### config.mk
export PLATFORM = sky130hd
export DESIGN_NAME = alu_sequencer
export DESIGN_NICKNAME = d
export VERILOG_FILES = /design/src/rtl/alu_sequencer.sv
export SDC_FILE = /design/constraint.sdc
export NUM_CORES = 1
export LEC_CHECK = 0
export CAP_MARGIN = 20
export CORE_ASPECT_RATIO = 1.75
export CORE_UTILIZATION = 45
export CTS_CLUSTER_SIZE = 10
export DETAILED_ROUTE_END_ITERATION = 12
export PLACE_DENSITY = 0.93
export SYNTH_ARGS = -nofsm -noshare
export SYNTH_HDL_FRONTEND = slang
export SYNTH_SLANG_ARGS = --single-unit
### constraint.sdc
create_clock -name clk -period 3.8 [get_ports clk]
set_clock_uncertainty 0.1 [all_clocks]
set_input_delay 0.76 -clock clk [delete_from_list [all_inputs] [get_ports clk]]
set_output_delay 0.76 -clock clk [all_outputs]
set_load 0.02 [all_outputs]
### src/rtl/alu_sequencer.sv
// Fetch/decode/execute sequencer that feeds an external 8-bit ALU from a synchronous program ROM.
// Holds PC, opcode, accumulator and carry/zero flags, and drives a valid/ready output port.
module alu_sequencer #(
   parameter int                ADDR_W   = 8,
   parameter logic [ADDR_W-1:0] RESET_PC = '0
) (
   input  logic              clk,
   input  logic              rst,
   output logic [ADDR_W-1:0] pm_addr,
   input  logic [7:0]        pm_data,
   output logic [7:0]        alu_a,
   output logic [7:0]        alu_b,
   output logic [2:0]        alu_sel,
   input  logic [7:0]        alu_result,
   input  logic              alu_carry,
   output logic [7:0]        out_data,
   output logic              out_valid,
   input  logic              out_ready,
   output logic [7:0]        acc,
   output logic              carry_flag,
   output logic              zero_flag,
   output logic              halted
);

   typedef enum logic [2:0] {FETCH, DECODE, OPND, OUT, HALT} state_t;

   state_t            state, state_next;
   logic [ADDR_W-1:0] pc, pc_next, pc_inc, target;
   // Only the opcode nibble of the first byte is kept; the low nibble never affects behaviour.
   logic [3:0]        ir_op, ir_op_next;
   logic [7:0]        acc_next;
   logic              cf_next, zf_next;

   assign pc_inc    = pc + {{(ADDR_W-1){1'b0}}, 1'b1};
   assign target    = ADDR_W'(pm_data);
   assign pm_addr   = pc;
   assign alu_a     = acc;
   assign alu_b     = pm_data;
   assign alu_sel   = ir_op[2:0];
   assign out_data  = acc;
   assign out_valid = (state == OUT);
   assign halted    = (state == HALT);

   always_ff @(posedge clk or posedge rst) begin
      if (rst) begin
         state      <= FETCH;
         pc         <= RESET_PC;
         ir_op      <= 4'h0;
         acc        <= 8'h00;
         carry_flag <= 1'b0;
         zero_flag  <= 1'b0;
      end else begin
         state      <= state_next;
         pc         <= pc_next;
         ir_op      <= ir_op_next;
         acc        <= acc_next;
         carry_flag <= cf_next;
         zero_flag  <= zf_next;
      end
   end

   // In DECODE the opcode is taken straight from pm_data because ir is only loaded at the end of that cycle.
   always_comb begin
      state_next = state;
      pc_next    = pc;
      ir_op_next = ir_op;
      acc_next   = acc;
      cf_next    = carry_flag;
      zf_next    = zero_flag;
      case (state)
         FETCH: begin
            pc_next    = pc_inc;
            state_next = DECODE;
         end
         DECODE: begin
            ir_op_next = pm_data[7:4];
            case (pm_data[7:4])
               4'h8:             state_next = OUT;
               4'hC, 4'hD, 4'hE: state_next = FETCH;
               4'hF:             state_next = HALT;
               default: begin
                  pc_next    = pc_inc;
                  state_next = OPND;
               end
            endcase
         end
         OPND: begin
            state_next = FETCH;
            if (!ir_op[3]) begin
               acc_next = alu_result;
               cf_next  = alu_carry;
               zf_next  = (alu_result == 8'h00);
            end else begin
               case (ir_op[1:0])
                  2'b01:   pc_next = target;
                  2'b10:   if (carry_flag) pc_next = target;
                  2'b11:   if (zero_flag) pc_next = target;
                  default: pc_next = pc;
               endcase
            end
         end
         OUT: begin
            if (out_ready) state_next = FETCH;
         end
         HALT: begin
            state_next = HALT;
         end
         default: begin
            state_next = FETCH;
         end
      endcase
   end

endmodule

==> metrics <==
die span in y=just over 80 um; first-pass GRT wire length=~6000 um; routability-driven placement congestion ratio=slightly above 0.8; Clock Tree Buf Depth=2; power per cell area=~920 mW/mm^2; grt ovf=0; Yosys top cell by area=dfrtp_1; critical path type=input port to primary output; Initial DRC Count=about 60; status=complete, no violations; mean routed wirelength per cell=14.58 um; DIE WIDTH=47.01 um; clk sink count=25; HPWL after detailed placement=between 2000 and 3000 um; max cap viols=0; CP arrival=about 2000 ps; PnR Total Power=about 2.0 mW; Reg clk slew, reported paths=roughly 90 ps; number of distinct library cells after synthesis=between 40 and 50; clk root buf=clkbuf_8; CP top delay family=buffers and inverters; Via-to-Cell Ratio=roughly 5.7; CP bufs+invs=2; CTS tree=built; synth top area cells=dfrtp_1, buf_4, mux2_2; Routed Antenna Nets=0; Setup Fix Bufs, Post-CTS=0; Cell Area, Placed=about 0.0021 mm^2; Largest stage delay, worst path=660 ps; placed cells=242; Layout Cells excl Fill=between 200 and 250; fmax=~350 MHz; Num CTS Buffers=3; Final Hold Viols=0; Post-Syn Nets=~190; ys flop type=dfrtp_1; clock power share=8.2%; Filler cells=about 290; gr usage total=a little over a fifth; post-layout minimum cycle time=roughly 2900 ps; Die ar.=between 0.003 and 0.004 mm^2; vias in the first global route=~1400; asr flop ratio synth=100.0%; Finished Cell Area=approximately 0.0021 mm^2; worst path cell trace=clkdlybuf4s50_1 > clkdlybuf4s50_1; starting density of the core=between 40% and 50%; worst skew pair latency=roughly 270 ps; critical path's most frequent cell=clkdlybuf4s50_1; ant diodes=0; Buffers on Ports=66; setup_tns=0 ps; Ys Warns=0; Comb pwr share=between 60% and 70%; Layout area overhead=33.73%; Critical Path Start Type=input port; pin count of the biggest net entering global routing=26; min-delay worst type=register to register; Rows=28; CP Data Required Time=approximately 2900 ps; net switching power=slightly below 0.9 mW; Post-CTS Resized=0; internal power=around 1.1 mW; Post-synth top cells=buf_4, dfrtp_1, mux2_2, inv_1, nor2_1; Pins Over Slew Limit=0; #FFs+latches synth=25; Final #Nets=approximately 230; Max VDD drop=just under 0.0007 V; crit end category=primary output; Synth Cell Area=about 0.0016 mm^2; Max-slew headroom=a little under two fifths; setup violators final=0; Net Sw Frac=45.06%; DRC violations left=0; Detailed Routing Iterations Pass 1=4; Tcrit/Tclk final=between 70% and 80%; initial antenna violation count=0; Hold-fix buffers, CTS=0; vias post-DR=~1400; number of synthesized flops with an enable pin=0; H-tree levels=1; r2r setup slk=about 1900 ps; Worst Max-Slew Pin Slew=930.0 ps; post-synthesis sequential area ratio=roughly 40%; RSZ-0062 raised after global routing=no; Reg power frac=approximately 28%; Avg Synthesized Cell Area=a little under 10 um^2; # IOs=67; critical path's slowest cell=clkdlybuf4s50_1; leakage power figure=~0.86 nW; Worst Path Max Fanout=6; Total Wirelength=3587 um; top cell type's share of synthesized area=between 30% and 40%; layout cells sized above 1=a little over a tenth; core area=0.003398 mm^2; Synth Instances=163; count leader, synth=buf_4
final timing paths:
kind | start | endpoint | cells after the start
worst max-delay path | pm_data[5] | alu_b[5] | 2
worst min-delay path | ir_op[2]$_DFFE_PP0N_ | ir_op[2]$_DFFE_PP0N_ | 1
worst max register to register | state[1]$_DFFE_PP0P_ | acc[0]$_DFFE_PP0P_ | 3
worst min register to register | ir_op[2]$_DFFE_PP0N_ | ir_op[2]$_DFFE_PP0N_ | 1
max in group asynchronous | rst | pm_addr[3]$_DFFE_PP0P_ | 2
min in group asynchronous | rst | carry_flag$_DFFE_PP0P_ | 2
cells in the final DEF (no fill, tap or decap), types with 3 or more instances in the layout:
master and count:
o22ai_1 4, dfrtp_1 25, o21ai_0 4, and3_1 3, nand2b_1 5, inv_1 8
o21ai_1 3, mux2_2 12, a21oi_1 7, nor2_1 8, clkbuf_8 3, clkdlybuf4s50_1 66
a2bb2oi_1 3, nand4_1 3, nand2_1 5, ha_1 3, nand3_1 6
logic make-up (layout without fill, tap and decap cells):
group,after synthesis,count (layout),share of synthesized area (%)
AND/OR/NAND/NOR,45,45,16.55
adder cells (fa/ha/maj),3,3,2.353
multiplexers,12,12,8.471
AO/OA/AOI/OAI,37,37,16.94
buffers and inverters,41,79,16.47
flip-flops,25,25,39.22
flip-flops by register name, summed over array words and instances (netlist names):
register / cells
acc: 8
pm_addr: 8
ir_op: 4
state: 3
carry_flag: 1
zero_flag: 1
layout make-up:
class / count / area (um^2) / share of cell area (%)
timing repair buffer: 67 / 668.1 / 31.32
sequential: 25 / 625.6 / 29.33
inverter: 8 / 30.03 / 1.408
clock inverter: 1 / 5.005 / 0.2346
clock buffer: 3 / 41.29 / 1.935
multi-input combinational: 97 / 706.9 / 33.14
tap: 45 / 56.30 / 2.639
stage by stage:
step                      hold slack [ps]  setup WS [ps]  utilization (%)
after floorplan                     382.0           1794                -
after global placement              400.3          913.4            61.41
after detailed placement            399.5          921.1            61.41
after CTS                           424.9          906.0            62.78
after global routing                434.6          877.7            62.78
final                               422.4          910.2            62.78
layer usage:
metal	part of all wire [%]	track usage [%]	up-vias
met3	4.5	2.222	7
met5	0	0	-
met1	38	24.96	682
li1	-	-	645
met4	2.4	10.86	0
met2	55	38.06	57
power by group through the flow:
stage                     Combinational, mW  Sequential, mW  Clock [mW]
after floorplan                       0.802           0.613           0
after global placement                 1.22           0.547           0
after detailed placement               1.25           0.558           0
after CTS                              1.25           0.553       0.162
after global routing                   1.35           0.579       0.172
final                                  1.24           0.551       0.160
No activity file was read; power rests on OpenSTA's default activity.
